### src/rtl/h_gate_scheduler.sv
// Round-robin issue scheduler for one shared H datapath; 5-cycle accept-to-result latency.
// Ready is gated only by reset, flush and request presence; results never backpressure.
module h_gate_scheduler #(
    parameter int NUM_REQ     = 4,
    parameter int H_LAT       = 3,
    parameter int TOTAL_WIDTH = 4,
    parameter int TAG_W       = (NUM_REQ > 2) ? $clog2(NUM_REQ) : 1,
    parameter int OPW         = 4 * TOTAL_WIDTH
) (
    input  logic                     clk,
    input  logic                     rst,
    input  logic                     flush,
    input  logic [NUM_REQ-1:0]       req_valid,
    input  logic [NUM_REQ*OPW-1:0]   req_data,
    output logic [NUM_REQ-1:0]       req_ready,
    output logic                     h_rst_n,
    output logic [OPW-1:0]           h_op,
    input  logic [OPW-1:0]           h_res,
    output logic                     res_valid,
    output logic [TAG_W-1:0]         res_tag,
    output logic [OPW-1:0]           res_data,
    output logic                     idle
);

    localparam int DL = 1 + H_LAT;

    logic [TAG_W-1:0]     ptr;
    logic [TAG_W-1:0]     ptr_nxt;
    logic [TAG_W-1:0]     gidx;
    logic                 found;
    logic                 accept;
    logic [2*NUM_REQ-1:0] dbl;
    logic [2*NUM_REQ-1:0] rot;
    logic [TAG_W:0]       gsum;
    logic [TAG_W:0]       nsum;

    logic [DL-1:0]        dl_vld;
    logic [TAG_W-1:0]     dl_tag [DL];

    assign h_rst_n = ~rst;

    // Rotate the request vector so bit 0 is the requester at the pointer.
    always_comb begin
        dbl   = {req_valid, req_valid};
        rot   = dbl >> ptr;
        found = 1'b0;
        gsum  = '0;
        for (int k = 0; k < NUM_REQ; k++) begin
            if (!found && rot[k]) begin
                found = 1'b1;
                gsum  = {1'b0, ptr} + (TAG_W+1)'(k);
            end
        end
        if (gsum >= (TAG_W+1)'(NUM_REQ)) begin
            gsum = gsum - (TAG_W+1)'(NUM_REQ);
        end
        gidx = gsum[TAG_W-1:0];

        nsum = {1'b0, gidx} + (TAG_W+1)'(1);
        if (nsum >= (TAG_W+1)'(NUM_REQ)) begin
            nsum = '0;
        end
        ptr_nxt = nsum[TAG_W-1:0];
    end

    always_comb begin
        req_ready = '0;
        if (found && !flush && !rst) begin
            req_ready = NUM_REQ'(1) << gidx;
        end
    end

    assign accept = |(req_valid & req_ready);

    always_ff @(posedge clk or posedge rst) begin
        if (rst) begin
            ptr  <= '0;
            h_op <= '0;
        end else if (accept) begin
            ptr  <= ptr_nxt;
            h_op <= req_data[gidx*OPW +: OPW];
        end
    end

    // Tags shift even during flush; the cleared valids make them don't-care.
    always_ff @(posedge clk or posedge rst) begin
        if (rst) begin
            dl_vld    <= '0;
            res_valid <= 1'b0;
            res_tag   <= '0;
            res_data  <= '0;
            for (int i = 0; i < DL; i++) begin
                dl_tag[i] <= '0;
            end
        end else begin
            if (flush) begin
                dl_vld    <= '0;
                res_valid <= 1'b0;
            end else begin
                dl_vld    <= {dl_vld[DL-2:0], accept};
                res_valid <= dl_vld[DL-1];
            end
            dl_tag[0] <= gidx;
            for (int i = 1; i < DL; i++) begin
                dl_tag[i] <= dl_tag[i-1];
            end
            res_tag  <= dl_tag[DL-1];
            res_data <= h_res;
        end
    end

    assign idle = ~(|dl_vld | res_valid);

endmodule

### config.mk
export PLATFORM = sky130hd
export DESIGN_NAME = h_gate_scheduler
export DESIGN_NICKNAME = d
export VERILOG_FILES = /design/src/rtl/h_gate_scheduler.sv
export SDC_FILE = /design/constraint.sdc
export NUM_CORES = 1
export LEC_CHECK = 0
export ABC_CLOCK_PERIOD_IN_PS = 2900
export BUFFER_PORTS_ARGS = -buffer_cell sky130_fd_sc_hd__buf_4
export CAP_MARGIN = 20
export CORE_MARGIN = 2
export CORE_UTILIZATION = 48
export DETAILED_ROUTE_END_ITERATION = 8
export PLACE_DENSITY = 0.86
export SLEW_MARGIN = 20
export SYNTH_ARGS = -nofsm -noshare
export SYNTH_HDL_FRONTEND = slang
export SYNTH_SLANG_ARGS = --single-unit
### constraint.sdc
create_clock -name clk -period 2.9 [get_ports clk]
set_input_delay 0.29 -clock clk [delete_from_list [all_inputs] [get_ports clk]]
set_output_delay 0.29 -clock clk [all_outputs]
set_load 0.01 [all_outputs]
[After elaboration in Yosys (flattened, before gate mapping)]
Index checks and enable logic that the tools add are counted.
Storage, ports and cells
  output and inout bits: 41
  logic and storage cells: 49
  latch bits: 0
  memories kept: 0
  input bits: 87
  memory bits (writable): 0
  memory bits (read-only): 0
  flip-flop bits (word level): 49
Cells by class
  magnitude comparators: 2
  multiplexer cells: 13
  equality and inequality tests: 0
  div/mod/pow operators: 0
  reductions and logical operators: 12
  add/subtract/negate cells: 5
  $mul: 0
  bitwise logic cells: 4
  shift operators: 3
Operators by type and width (count)
  64-bit by 7-bit variable part select with 16-bit output: 1
  3-bit two-way mux: 3
  4-bit two-way mux: 2
  4-bit OR reduction: 2
  8-bit by 2-bit right shift with 4-bit output: 1
  2-bit by 1-bit adder with 3-bit output, second input constant: 2
  2-bit by 2-bit adder with 3-bit output, second input constant: 2
  3-bit greater-or-equal comparator, second input constant: 2
  2-bit two-way mux: 3
  1-bit logical AND: 5
  1-bit logical NOT: 5
  1-bit two-way mux: 5
  4-bit bitwise AND: 1
  1-bit by 2-bit << shifter with 4-bit output, first input constant: 1
  1-bit NOT: 2
  2-bit by 1-bit subtractor with 2-bit output, second input constant: 1
  1-bit OR: 1

[Depth between registers and ports, before layout]
Gate-level depths: netlist of the first run.
  depth after elaboration: 18
  mapped depth: 11

[Worst setup path before layout of the first run]
Ideal clock, no wire load.
  path kind: reg-to-output
  start: reg ptr[1]
  end: out req_ready[3]
  cell stages (with the launch flop): 11
  data arrival time: 1.761 ns
  path slack: 0.849 ns
  path buffers: 1
  required time: 2.610 ns
  cells stage by stage: dfrtp_1 > mux2i_1 > nor2_1 > nor3_2 > inv_2 > ha_1 > nand2_1 > a31o_1 > buf_6 > inv_2 > and3_1
Between the ends
  cells in the longest elaborated chain, start to end: 15
RTL lines
  start, declared: line 27  | logic [TAG_W-1:0] ptr;
  start signal, assigned: line 80  | ptr <= ptr_nxt;
  8-bit by 2-bit right shift with 4-bit output: line 45  | rot = dbl >> ptr;
  1-bit two-way mux: line 49  | if (!found && rot[k]) begin
  1-bit logical NOT: line 49
  1-bit logical AND: line 49
  1-bit two-way mux: line 49
  1-bit logical NOT: line 49
  1-bit logical AND: line 49
  1-bit two-way mux: line 49
  1-bit logical NOT: line 49
  1-bit logical AND: line 49
  3-bit two-way mux: line 49
  3-bit greater-or-equal comparator / 2-bit by 1-bit subtractor with 2-bit output (equally long branches): line 54, 55
  2-bit two-way mux: line 54  | if (gsum >= (TAG_W+1)'(NUM_REQ)) begin
  1-bit by 2-bit << shifter with 4-bit output: line 69  | req_ready = NUM_REQ'(1) << gidx;
  4-bit two-way mux (*): line 68  | if (found && !flush && !rst) begin
  end, declared: line 15  | output logic [NUM_REQ-1:0] req_ready,
Mark *: on every way between the ends. The rest lies on a longest branch, timed or not.

[Worst setup path in the final report of the first run]
Ends and elaborated chain as after synthesis.

==> qor.txt, run 1 <==
=========================================================================================
Outcome ....................................................................    completed
Power Density ..............................................................   723 nW/µm²
Startpoint of the lowest-slack hold path ...................................    h_res[12]
Antenna fix cells ..........................................................            0
RR Endpoint ................................................................      h_op[6]
Area of the die ............................................................     5380 µm²
CP max FO ..................................................................            6
Number of CTS-inserted buffers .............................................            5
Vias post-DR ...............................................................         1760
Cell count after synthesis .................................................          174
Beginning of the worst register-to-register path ...........................       ptr[1]
Crit path max-delay family ................................................. simple AND/OR/NAND/NOR gates
DRT Pass-1 Iters ...........................................................            4
Capturing element type of the critical path ................................  output port
Main synth FF type ......................................................... sky130_fd_sc_hd__dfrtp_1
DRC errors left ............................................................            0
Post-layout min period .....................................................      2.43 ns
Number of nets in the finished design ......................................          392
Post-CTS setup buffer count ................................................            0
Worst min-delay path category ..............................................       in2reg
Fin worst setup slack ......................................................     0.469 ns
Count of antenna-violating nets left after detailed routing ................            0
Leak .......................................................................      1.72 nW
CP max stage delay .........................................................      0.49 ns
Dominant combinational cell family by area after synthesis ................. multiplexers
Clock tree skew after final layout .........................................   0.00821 ns
Vertical die dimension .....................................................      73.3 µm
Library cell with the largest summed area after synthesis .................. sky130_fd_sc_hd__dfrtp_1
Most repeated cell in the gate-level netlist after synthesis ............... sky130_fd_sc_hd__dfrtp_1
Complex-gate fraction of the synthesized area ..............................        9.44%
Clock-pin slew on the worst setup and hold paths ...........................      0.09 ns
Initial drt markers ........................................................           69
Final Instance Area ........................................................     3350 µm²
Worst IR drop on VDD .......................................................   0.000413 V
Core Footprint .............................................................     4690 µm²
H-tree lvl count ...........................................................            2
Worst path arrival time ....................................................      2.14 ns
Number of I/O pins .........................................................          128
Final setup fails ..........................................................            0
Maximum operating frequency ................................................      411 MHz
Pin count of the biggest net entering global routing .......................           36
Bufs on Longest Clock Path .................................................            2
Fin crit share .............................................................        83.8%
Yosys warning count ........................................................            0
Worst Hold Path EP ......................................................... res_data[12]
Wire length of the first global-routing pass ...............................      7.53 mm
Number of cells on the worst reg-to-reg path ...............................           10
Chip Width .................................................................      73.3 µm
Initial Utilization ........................................................        49.2%
FF-to-FF setup slack .......................................................      0.73 ns
Slew headroom ..............................................................        67.8%
FF+latch count, synth ......................................................           49
Final WL ...................................................................      4.75 mm
Number of different library cells in the post-synthesis netlist ............           26
Number of global-route vias before repair ..................................         1710
Final Hold Violating Endpoints .............................................            0
Port buffer count ..........................................................          127
Avg Cell Area, Syn .........................................................     13.3 µm²
Layout area overhead .......................................................        45.1%
Overall overflow remaining after global route ..............................            0
Unrepaired setup endpoints after global routing ............................        false
Master cell of the clock root buffer ....................................... sky130_fd_sc_hd__clkbuf_8
Combined area of all synthesized cells .....................................     2310 µm²
Top post-synthesis cells by area ........................................... sky130_fd_sc_hd__dfrtp_1 53%, sky130_fd_sc_hd__mux2i_1 14%, sky130_fd_sc_hd__o21ai_2 6.1%, sky130_fd_sc_hd__mux2_2 5.4%, sky130_fd_sc_hd__buf_6 3.4%
Final Max Tran Viols .......................................................            0
Number of enable-type register cells in the synthesized netlist ............            0
Post-synthesis simple-gate area fraction ...................................        7.10%
Synth Net Count ............................................................          262
Dpl ws .....................................................................     0.715 ns
Fraction of layout cells with a size suffix above 1 ........................        59.0%
TritonCTS clock tree .......................................................         done
Global router's overall resource usage .....................................        18.3%
Average detailed-routed wire length per instance ...........................      13.2 µm
Average via count per standard cell ........................................         4.90
Final weighted congestion in routability-driven placement ..................        0.879
Data required, critical path ...............................................      2.61 ns
Proportion of synthesized area in mux cells ................................        22.9%
Row cnt ....................................................................           25
Actual transition at the worst max-transition pin ..........................     0.478 ns
Startpoint class of the critical path ......................................         flop
# clock sinks ..............................................................           49
Area share of fa/ha/maj cells after synthesis ..............................       0.542%
Critical-path cell with the highest stage delay ............................ sky130_fd_sc_hd__dfrtp_1
Most used cell along the critical path ..................................... sky130_fd_sc_hd__inv_2
Total negative slack for setup checks ......................................         0 ns
Half-perimeter wire length after placement .................................      3.79 mm
Cell types with the highest counts after synthesis ......................... 49 x sky130_fd_sc_hd__dfrtp_1, 33 x sky130_fd_sc_hd__mux2i_1, 19 x sky130_fd_sc_hd__nand2_1
Number of stages on the worst hold path ....................................            1
Standard cell area after detailed placement ................................     3240 µm²
Cell breakdown of the critical path ........................................ mux2i_1, nor2_1, nor3_4, inv_2, ha_1, nand2_1, a31o_2, inv_2, and3_1, buf_4
Number of gates resized after CTS ..........................................            0
WP buf/inv .................................................................            3
Proportion of register bits with asynchronous set or reset after synthesis .         100%
Insertion delay to the later sink of the worst-skew pair ...................      0.30 ns
Maximum Capacitance Violations .............................................            0
Post-synthesis sequential area ratio .......................................        53.1%
Antenna violations before repair ...........................................            0
CP Class ...................................................................      reg2out
Post-Synth XOR/XNOR Area ...................................................           0%
Fraction of post-synthesis cell area in the top cell type by area ..........        53.1%
=========================================================================================
[report_power, final]
group,switching (mW),internal [mW]
clock network,0.228,0.174
registers,0.0946,0.865
logic,0.480,0.579
total,0.803,1.62
[layout make-up]
cell class	count	area (µm²)
clock inverter	3	25.0
fill	352	1340
multi-input combinational	110	941
tap	54	67.6
sequential	49	1230
inverter	5	18.8
clock buffer	5	68.8
timing repair buffer	133	1000
[routing by layer]
metal	vias to the layer above	share of wire (%)	track usage, %
met5	-	0	0
met4	0	1.3	5.86
met3	5	6.0	4.94
met2	63	56	33.0
met1	827	37	20.9
li1	865	-	-
[flip-flops by register name, indices dropped and copies added, names as in the netlist]
register and cells:
dl_tag 8, h_op 16, res_valid 1, ptr 2
res_data 16, dl_vld 4, res_tag 2
[worst max-delay path by stage]
stage | from | endpoint | cells past startpoint
6_report | ptr[1] | req_ready[3] | 10
5_1_grt | ptr[1] | req_ready[3] | 10
4_1_cts | ptr[1] | req_ready[3] | 10
3_5_place_dp | ptr[1] | h_op[5] | 10
3_3_place_gp | ptr[1] | ptr[1] | 10
2_1_floorplan | ptr[1] | req_ready[3] | 10
[timing repair]
item | 4_1_cts | 5_1_grt
setup endpoints to repair | 0 | 0
endpoints found under the hold margin | 16 | 0
hold buffers | 1 | 0
[per-stage QoR]
step | total power [mW] | hold WS, ns | utilization [%] | std cells
4_1_cts | 2.46 | 0.0772 | 71.4 | 359
3_3_place_gp | 2.02 | 0.314 | 69.1 | 350
5_1_grt | 2.58 | 0.0676 | 71.4 | 359
2_1_floorplan | 1.69 | 0.321 | - | 174
6_report | 2.42 | 0.0875 | 71.4 | 359
3_5_place_dp | 2.05 | 0.309 | 69.1 | 350
[layout by cell type, fill, tap and decap left out, types with 2 or more instances in the layout]
master / instances
sky130_fd_sc_hd__buf_4: 132
sky130_fd_sc_hd__dfrtp_1: 49
sky130_fd_sc_hd__mux2i_1: 33
sky130_fd_sc_hd__nand2_1: 19
sky130_fd_sc_hd__o21ai_2: 16
sky130_fd_sc_hd__mux2_2: 11
sky130_fd_sc_hd__nor2_1: 5
sky130_fd_sc_hd__mux2_4: 5
sky130_fd_sc_hd__clkbuf_8: 5
sky130_fd_sc_hd__nor2b_1: 4
sky130_fd_sc_hd__a21oi_1: 3
sky130_fd_sc_hd__inv_2: 3
sky130_fd_sc_hd__inv_1: 2
sky130_fd_sc_hd__nor3_1: 2
[cell families (layout without fill, tap and decap cells)]
family / count (synthesis) / in the layout
flops: 49 / 49
compound gates: 25 / 25
buf+inv: 15 / 146
mux: 49 / 49
simple gates: 35 / 35
fa+ha+maj: 1 / 1
(Power assumes the default switching activity.)
==> inputs of run 2 (changes only) <==
ABC_AREA = 1   (was default)
ABC_CLOCK_PERIOD_IN_PS = 2400   (was 2900)
CORE_UTILIZATION = 47   (was 48)
PLACE_DENSITY = 0.81   (was 0.86)
clock period = 2.4 ns   (was 2.9 ns; I/O delays follow)
==> run 2 against run 1 <==
  * The flow now finishes with violations (setup timing)
  * Synthesized area rose by 16%
  * Worst hold slack got worse by 0.044 ns
  * Total power rose by 120%
  * Clock skew rose by 0.0019 ns
  * Die area rose by 17%
  * Core utilization rose by 2.1 points
  * Critical path depth rose by 8
  * Critical path type is now reg2reg
  * Critical endpoint is now h_op[10]
  * Largest power group unchanged
==> qor.txt, run 2 <==
=========================================================================================
Clock Power Share ..........................................................         9.0%
Final WL ...................................................................      7.14 mm
Number of CTS-inserted buffers .............................................            5
Hold slack final ...........................................................    0.0439 ns
Master cell of the clock root buffer ....................................... sky130_fd_sc_hd__clkbuf_8
Combined area of all synthesized cells .....................................     2680 µm²
WP buf/inv .................................................................            7
Wire length of the first global-routing pass ...............................      10.7 mm
Most common cell after layout, fill and taps aside ......................... sky130_fd_sc_hd__buf_4
Chip Width .................................................................      79.5 µm
Data required, critical path ...............................................      2.65 ns
Layout area overhead .......................................................        51.1%
Main synth FF type ......................................................... sky130_fd_sc_hd__dfrtp_1
Fraction of layout cells with a size suffix above 1 ........................        42.1%
CP max FO ..................................................................            7
Power Density ..............................................................  1330 nW/µm²
Fraction of post-synthesis cell area in the top cell type by area ..........        45.8%
Cell types with the highest counts after synthesis ......................... 133 x sky130_fd_sc_hd__nand2_1, 49 x sky130_fd_sc_hd__dfrtp_1, 40 x sky130_fd_sc_hd__nand3_1
Library cell with the largest summed area after synthesis .................. sky130_fd_sc_hd__dfrtp_1
Most repeated cell in the gate-level netlist after synthesis ............... sky130_fd_sc_hd__nand2_1
Worst min-delay path category ..............................................       in2reg
Number of enable-type register cells in the synthesized netlist ............            0
Beginning of the worst register-to-register path ...........................       ptr[0]
Count of antenna-violating nets left after detailed routing ................            0
Row cnt ....................................................................           27
Startpoint of the lowest-slack hold path ...................................    h_res[11]
Number of I/O pins .........................................................          128
Unrepaired setup endpoints after global routing ............................         true
FF+latch count, synth ......................................................           49
Average via count per standard cell ........................................         4.78
Fraction of power spent switching nets .....................................        47.6%
Fin crit share .............................................................         101%
Overall overflow remaining after global route ..............................            0
Capturing element type of the critical path ................................         flop
Registers with the most flip-flops ......................................... h_op x16, res_data x16, dl_tag x8
Final Max Tran Viols .......................................................            0
Final setup fails ..........................................................            7
Cell breakdown of the critical path ........................................ clkinv_4, nand2_4, nand2_2, nand2_2, nand2_2, inv_2, nand4_1, nor2_1, nor2_2, buf_6, inv_4, ha_4, inv_2, o31ai_4, buf_4, clkbuf_16, o21ai_0, nand2_1
Top post-synthesis cells by area ........................................... sky130_fd_sc_hd__dfrtp_1 46%, sky130_fd_sc_hd__nand2_1 19%, sky130_fd_sc_hd__nand3_1 7.5%, sky130_fd_sc_hd__nand3b_1 4.5%, sky130_fd_sc_hd__inv_1 4.1%
TritonCTS clock tree .......................................................         done
Final Instance Area ........................................................     4050 µm²
FF-to-FF setup slack .......................................................     -0.02 ns
Capturing instance or port of the critical path ............................     h_op[10]
Synth Net Count ............................................................          432
CP Class ...................................................................      reg2reg
Leak .......................................................................      2.29 nW
Outcome .................................................................... finished with violations
Part of the power in combinational logic ...................................        68.0%
Sw power ...................................................................      2.56 mW
Vertical die dimension .....................................................      79.5 µm
Area taken by multi-input logic gates ......................................     1290 µm²
Slew headroom ..............................................................        72.6%
Standard cell area after detailed placement ................................     3710 µm²
Fin worst setup slack ......................................................   -0.0232 ns
Crit path max-delay family ................................................. buffers and inverters
Final-layout fill cell count ...............................................          416
Post-Synth XOR/XNOR Area ...................................................       0.327%
Post-layout min period .....................................................      2.42 ns
Bufs on Longest Clock Path .................................................            2
Number of cells on the worst reg-to-reg path ...............................           18
Vias post-DR ...............................................................         2673
Total negative slack for setup checks ......................................   -0.0811 ns
Critical-path cell with the highest stage delay ............................ sky130_fd_sc_hd__dfrtp_2
Pin count of the biggest net entering global routing .......................           36
Number of different library cells in the post-synthesis netlist ............           28
Antenna fix cells ..........................................................            0
DRT Pass-1 Iters ...........................................................            4
Register cell area after layout ............................................     1230 µm²
Final weighted congestion in routability-driven placement ..................        0.844
DRC errors left ............................................................            0
Number of global-route vias before repair ..................................         2439
Worst IR drop on VDD .......................................................   0.000663 V
Dominant combinational cell family by area after synthesis ................. simple AND/OR/NAND/NOR gates
Area share of fa/ha/maj cells after synthesis ..............................       0.467%
CP max stage delay .........................................................      0.47 ns
Maximum Capacitance Violations .............................................            0
Average detailed-routed wire length per instance ...........................      12.8 µm
Dpl ws .....................................................................     0.110 ns
Yosys warning count ........................................................            0
Actual transition at the worst max-transition pin ..........................     0.411 ns
Stages on the worst setup path .............................................           18
Area of the die ............................................................     6320 µm²
Proportion of synthesized area in mux cells ................................           0%
Worst Setup SP .............................................................       ptr[0]
Violated checks ............................................................ setup timing
# clock sinks ..............................................................           49
Number of nets in the finished design ......................................          574
Half-perimeter wire length after placement .................................      5.08 mm
Clock tree skew after final layout .........................................    0.0101 ns
Startpoint class of the critical path ......................................         flop
Final Hold Violating Endpoints .............................................            0
Most frequent cells in the layout .......................................... 141 x sky130_fd_sc_hd__buf_4, 125 x sky130_fd_sc_hd__nand2_1, 47 x sky130_fd_sc_hd__dfrtp_1, 38 x sky130_fd_sc_hd__nand3_1, 26 x sky130_fd_sc_hd__inv_1
Antenna violations before repair ...........................................            0
Clock-pin slew on the worst setup and hold paths ...........................      0.09 ns
Internal power of the cells ................................................      2.82 mW
Worst path arrival time ....................................................      2.67 ns
RR Endpoint ................................................................     h_op[10]
Post-synthesis simple-gate area fraction ...................................        39.3%
Seq pwr share ..............................................................        22.9%
Cell count after synthesis .................................................          344
Proportion of register bits with asynchronous set or reset after synthesis .         100%
Initial Utilization ........................................................        48.6%
Insertion delay to the later sink of the worst-skew pair ...................      0.30 ns
Port buffer count ..........................................................          127
Post-synthesis sequential area ratio .......................................        45.8%
Initial drt markers ........................................................           88
Core Footprint .............................................................     5510 µm²
H-tree lvl count ...........................................................            2
Most used cell along the critical path ..................................... sky130_fd_sc_hd__nand2_2
Global router's overall resource usage .....................................        21.3%
Maximum operating frequency ................................................      413 MHz
Complex-gate fraction of the synthesized area ..............................        4.58%
Final Util .................................................................        73.5%
Avg Cell Area, Syn .........................................................     7.78 µm²
=========================================================================================
## run 2: power groups by stage
stage | clock network (mW) | logic, mW | registers, mW
final | 0.486 | 3.66 | 1.24
after global routing | 0.537 | 4.06 | 1.27
after CTS | 0.501 | 3.26 | 1.24
after detailed placement | 0 | 3.13 | 1.25
after global placement | 0 | 3.05 | 1.25
after floorplan | 0 | 2.31 | 1.26
## run 2: per-stage QoR
stage | power (mW) | cells
3_3_place_gp | 4.30 | 534
3_5_place_dp | 4.38 | 534
5_1_grt | 5.87 | 559
4_1_cts | 5.00 | 547
2_1_floorplan | 3.56 | 344
6_report | 5.39 | 559
## run 2: what timing repair did
action                                  CTS  global route
endpoints found under the hold margin    14             0
gates resized for setup                   4            24
hold buffers                              1             0
setup buffers                             3             7
gates cloned                              1             5
endpoints found under the setup margin    2            22
pin swaps                                 3             3
## run 2: layout make-up
type | count | share of cell area [%]
flip-flops and latches | 49 | 30.4
inverters | 35 | 3.43
repair buffers | 151 | 29.8
clock inverters | 3 | 0.619
multi-input cells | 244 | 31.8
well taps | 72 | 2.23
clock buffers | 5 | 1.70
## run 2: cells by family after synthesis
group / after synthesis
DFF: 49
and+or+nand+nor: 220
buffers and inverters: 53
adders and majority gates: 1
AOI/OAI and AO/OA: 20
xor gates and xnor gates: 1
## run 2: how the worst min path moves through the flow
stage                               to  cells after the start
after floorplan            res_data[0]                      0
after global routing       res_data[2]                      1
final                     res_data[11]                      1
after CTS                 res_data[11]                      1
after global placement       dl_vld[3]                      2
after detailed placement     dl_vld[3]                      2
## run 2: per-layer routing
metal  up-vias  global-route usage, %  share of wire (%)
met5         -                      0                  0
met4         0                   6.38               0.53
met3         4                   5.32                7.9
met2       125                   35.0                 49
met1      1179                   27.6                 43
li1       1365                      -                  -
==> inputs of run 3 (changes only) <==
CORE_MARGIN = default   (was 2)
==> run 3 against run 2 <==
  * The flow now finishes without violations
  * Critical path depth decreased by 5
  * Design area decreased by 2.1%
  * Routed wire length decreased by 2.6%
  * Clock power increased by 5.8%
  * Fmax increased by 5.4%
==> qor.txt, run 3 (same netlist as run 2, synthesis figures left out) <==
==========================================================================
Outcome .....................................................    completed
Final setup fails ...........................................            0
Clock-pin slew on the worst setup and hold paths ............      0.09 ns
Number of CTS-inserted buffers ..............................            5
Fraction of layout cells with a size suffix above 1 .........        40.6%
Average detailed-routed wire length per instance ............      12.5 µm
Row cnt .....................................................           27
Slew headroom ...............................................        59.7%
Startpoint class of the critical path .......................         flop
Worst path arrival time .....................................      2.06 ns
CP max stage delay ..........................................      0.49 ns
Final Max Tran Viols ........................................            0
Cell breakdown of the critical path ......................... inv_6, nand2_2, nand2_1, nand2_1, nand2_2, inv_2, nand4_1, nand2_2, nand2_4, buf_12, nand2_4, nor2_8, buf_4
Port buffer count ...........................................          127
Core Footprint ..............................................     5510 µm²
Final WL ....................................................      6.96 mm
Hold slack final ............................................    0.0439 ns
Unrepaired setup endpoints after global routing .............         true
Overall overflow remaining after global route ...............            0
Count of antenna-violating nets left after detailed routing .            0
Actual transition at the worst max-transition pin ...........     0.604 ns
Most used cell along the critical path ...................... sky130_fd_sc_hd__nand2_2
TritonCTS clock tree ........................................         done
Seq pwr share ...............................................        23.2%
Maximum Capacitance Violations ..............................            0
Hold_buf cts ................................................            0
Total negative slack for setup checks .......................         0 ns
Layout area overhead ........................................        47.9%
Bufs on Longest Clock Path ..................................            2
Capturing element type of the critical path .................  output port
Number of global-route vias before repair ...................         2500
Worst min-delay path category ...............................       in2reg
Post-layout min period ......................................      2.30 ns
Number of I/O pins ..........................................          128
# clock sinks ...............................................           49
Half-perimeter wire length after placement ..................      4.95 mm
Pin count of the biggest net entering global routing ........           50
Wire length of the first global-routing pass ................      11.0 mm
Final weighted congestion in routability-driven placement ...        0.886
Antenna fix cells ...........................................            0
Data required, critical path ................................      2.16 ns
Most common cell after layout, fill and taps aside .......... sky130_fd_sc_hd__buf_4
CP max FO ...................................................            7
Crit path max-delay family .................................. simple AND/OR/NAND/NOR gates
Fin crit share ..............................................        95.8%
Antenna violations before repair ............................            0
Final Hold Violating Endpoints ..............................            0
WP buf/inv ..................................................            4
Vias post-DR ................................................         2666
Power Density ...............................................  1350 nW/µm²
DRT Pass-1 Iters ............................................            4
H-tree lvl count ............................................            2
Initial drt markers .........................................          124
Initial Utilization .........................................        48.6%
Beginning of the worst register-to-register path ............       ptr[0]
Internal power of the cells .................................      2.85 mW
Registers with the most flip-flops .......................... h_op x16, res_data x16, dl_tag x8
Insertion delay to the later sink of the worst-skew pair ....      0.29 ns
Most frequent cells in the layout ........................... 143 x sky130_fd_sc_hd__buf_4, 130 x sky130_fd_sc_hd__nand2_1, 47 x sky130_fd_sc_hd__dfrtp_1, 39 x sky130_fd_sc_hd__nand3_1, 26 x sky130_fd_sc_hd__inv_1
Number of nets in the finished design .......................          570
Maximum operating frequency .................................      435 MHz
Chip Width ..................................................      77.5 µm
Clock tree skew after final layout ..........................    0.0108 ns
Sw power ....................................................      2.48 mW
Area of the die .............................................     6000 µm²
Fraction of power spent switching nets ......................        46.5%
Startpoint of the lowest-slack hold path ....................     h_res[6]
Worst Setup SP ..............................................       ptr[0]
Part of the power in combinational logic ....................        67.1%
Clock Power Share ...........................................         9.6%
DRC errors left .............................................            0
Master cell of the clock root buffer ........................ sky130_fd_sc_hd__clkbuf_8
Average via count per standard cell .........................         4.80
Leak ........................................................      2.26 nW
Worst IR drop on VDD ........................................   0.000748 V
Vertical die dimension ......................................      77.5 µm
Critical-path cell with the highest stage delay ............. sky130_fd_sc_hd__dfrtp_2
Global router's overall resource usage ......................        23.3%
CP Class ....................................................      reg2out
==========================================================================
run 3: worst paths after layout:
| check | slack (ns) | depth (start not counted) | end |
|---|---|---|---|
| worst max-delay path | 0.10 | 13 | req_ready[0] |
| worst min-delay path | 0.04 | 1 | res_data[6] |
| worst max register to register | 0.10 | 16 | h_op[10] |
| worst min register to register | 0.34 | 0 | dl_tag[1] |
| max in group asynchronous | 1.84 | 3 | ptr[0] |
| min in group asynchronous | 0.12 | 3 | dl_vld[1] |
run 3: repair_timing:
action,CTS,global route
gates cloned,1,2
setup endpoints to repair,2,16
setup buffers,0,8
pin swaps,1,7
gates resized for setup,6,10
run 3: metal layers:
layer / track usage, % / part of all wire, % / up-vias
met5: 0 / 0 / -
met4: 7.17 / 0.98 / 0
met3: 5.88 / 8.5 / 6
met2: 40.2 / 50 / 131
met1: 28.5 / 41 / 1179
li1: - / - / 1350
run 3: final cells by class:
class	instances	area [µm²]
clock inverter	1	5.00
multi-input combinational	243	1240
tap	72	90.1
inverter	35	136
timing repair buffer	148	1160
fill	454	1550
sequential	49	1230
clock buffer	7	96.3
run 3: per-stage QoR:
step	power, mW	std cells	setup WS (ns)	utilization [%]	cell area (µm²)
floorplan	3.56	344	-0.0470	-	2720
global placement	4.31	536	0.224	67.4	3710
detailed placement	4.35	536	0.149	67.4	3710
CTS	4.98	545	-0.0113	69.6	3830
global route	5.81	555	-0.0614	71.9	3960
finish	5.33	555	0.100	71.9	3960
run 3: power by group through the flow:
stage	combinational [mW]	clock [mW]	sequential, mW
4_1_cts	3.21	0.532	1.24
3_3_place_gp	3.06	0	1.24
3_5_place_dp	3.10	0	1.25
5_1_grt	3.96	0.579	1.27
2_1_floorplan	2.31	0	1.26
6_report	3.58	0.514	1.24
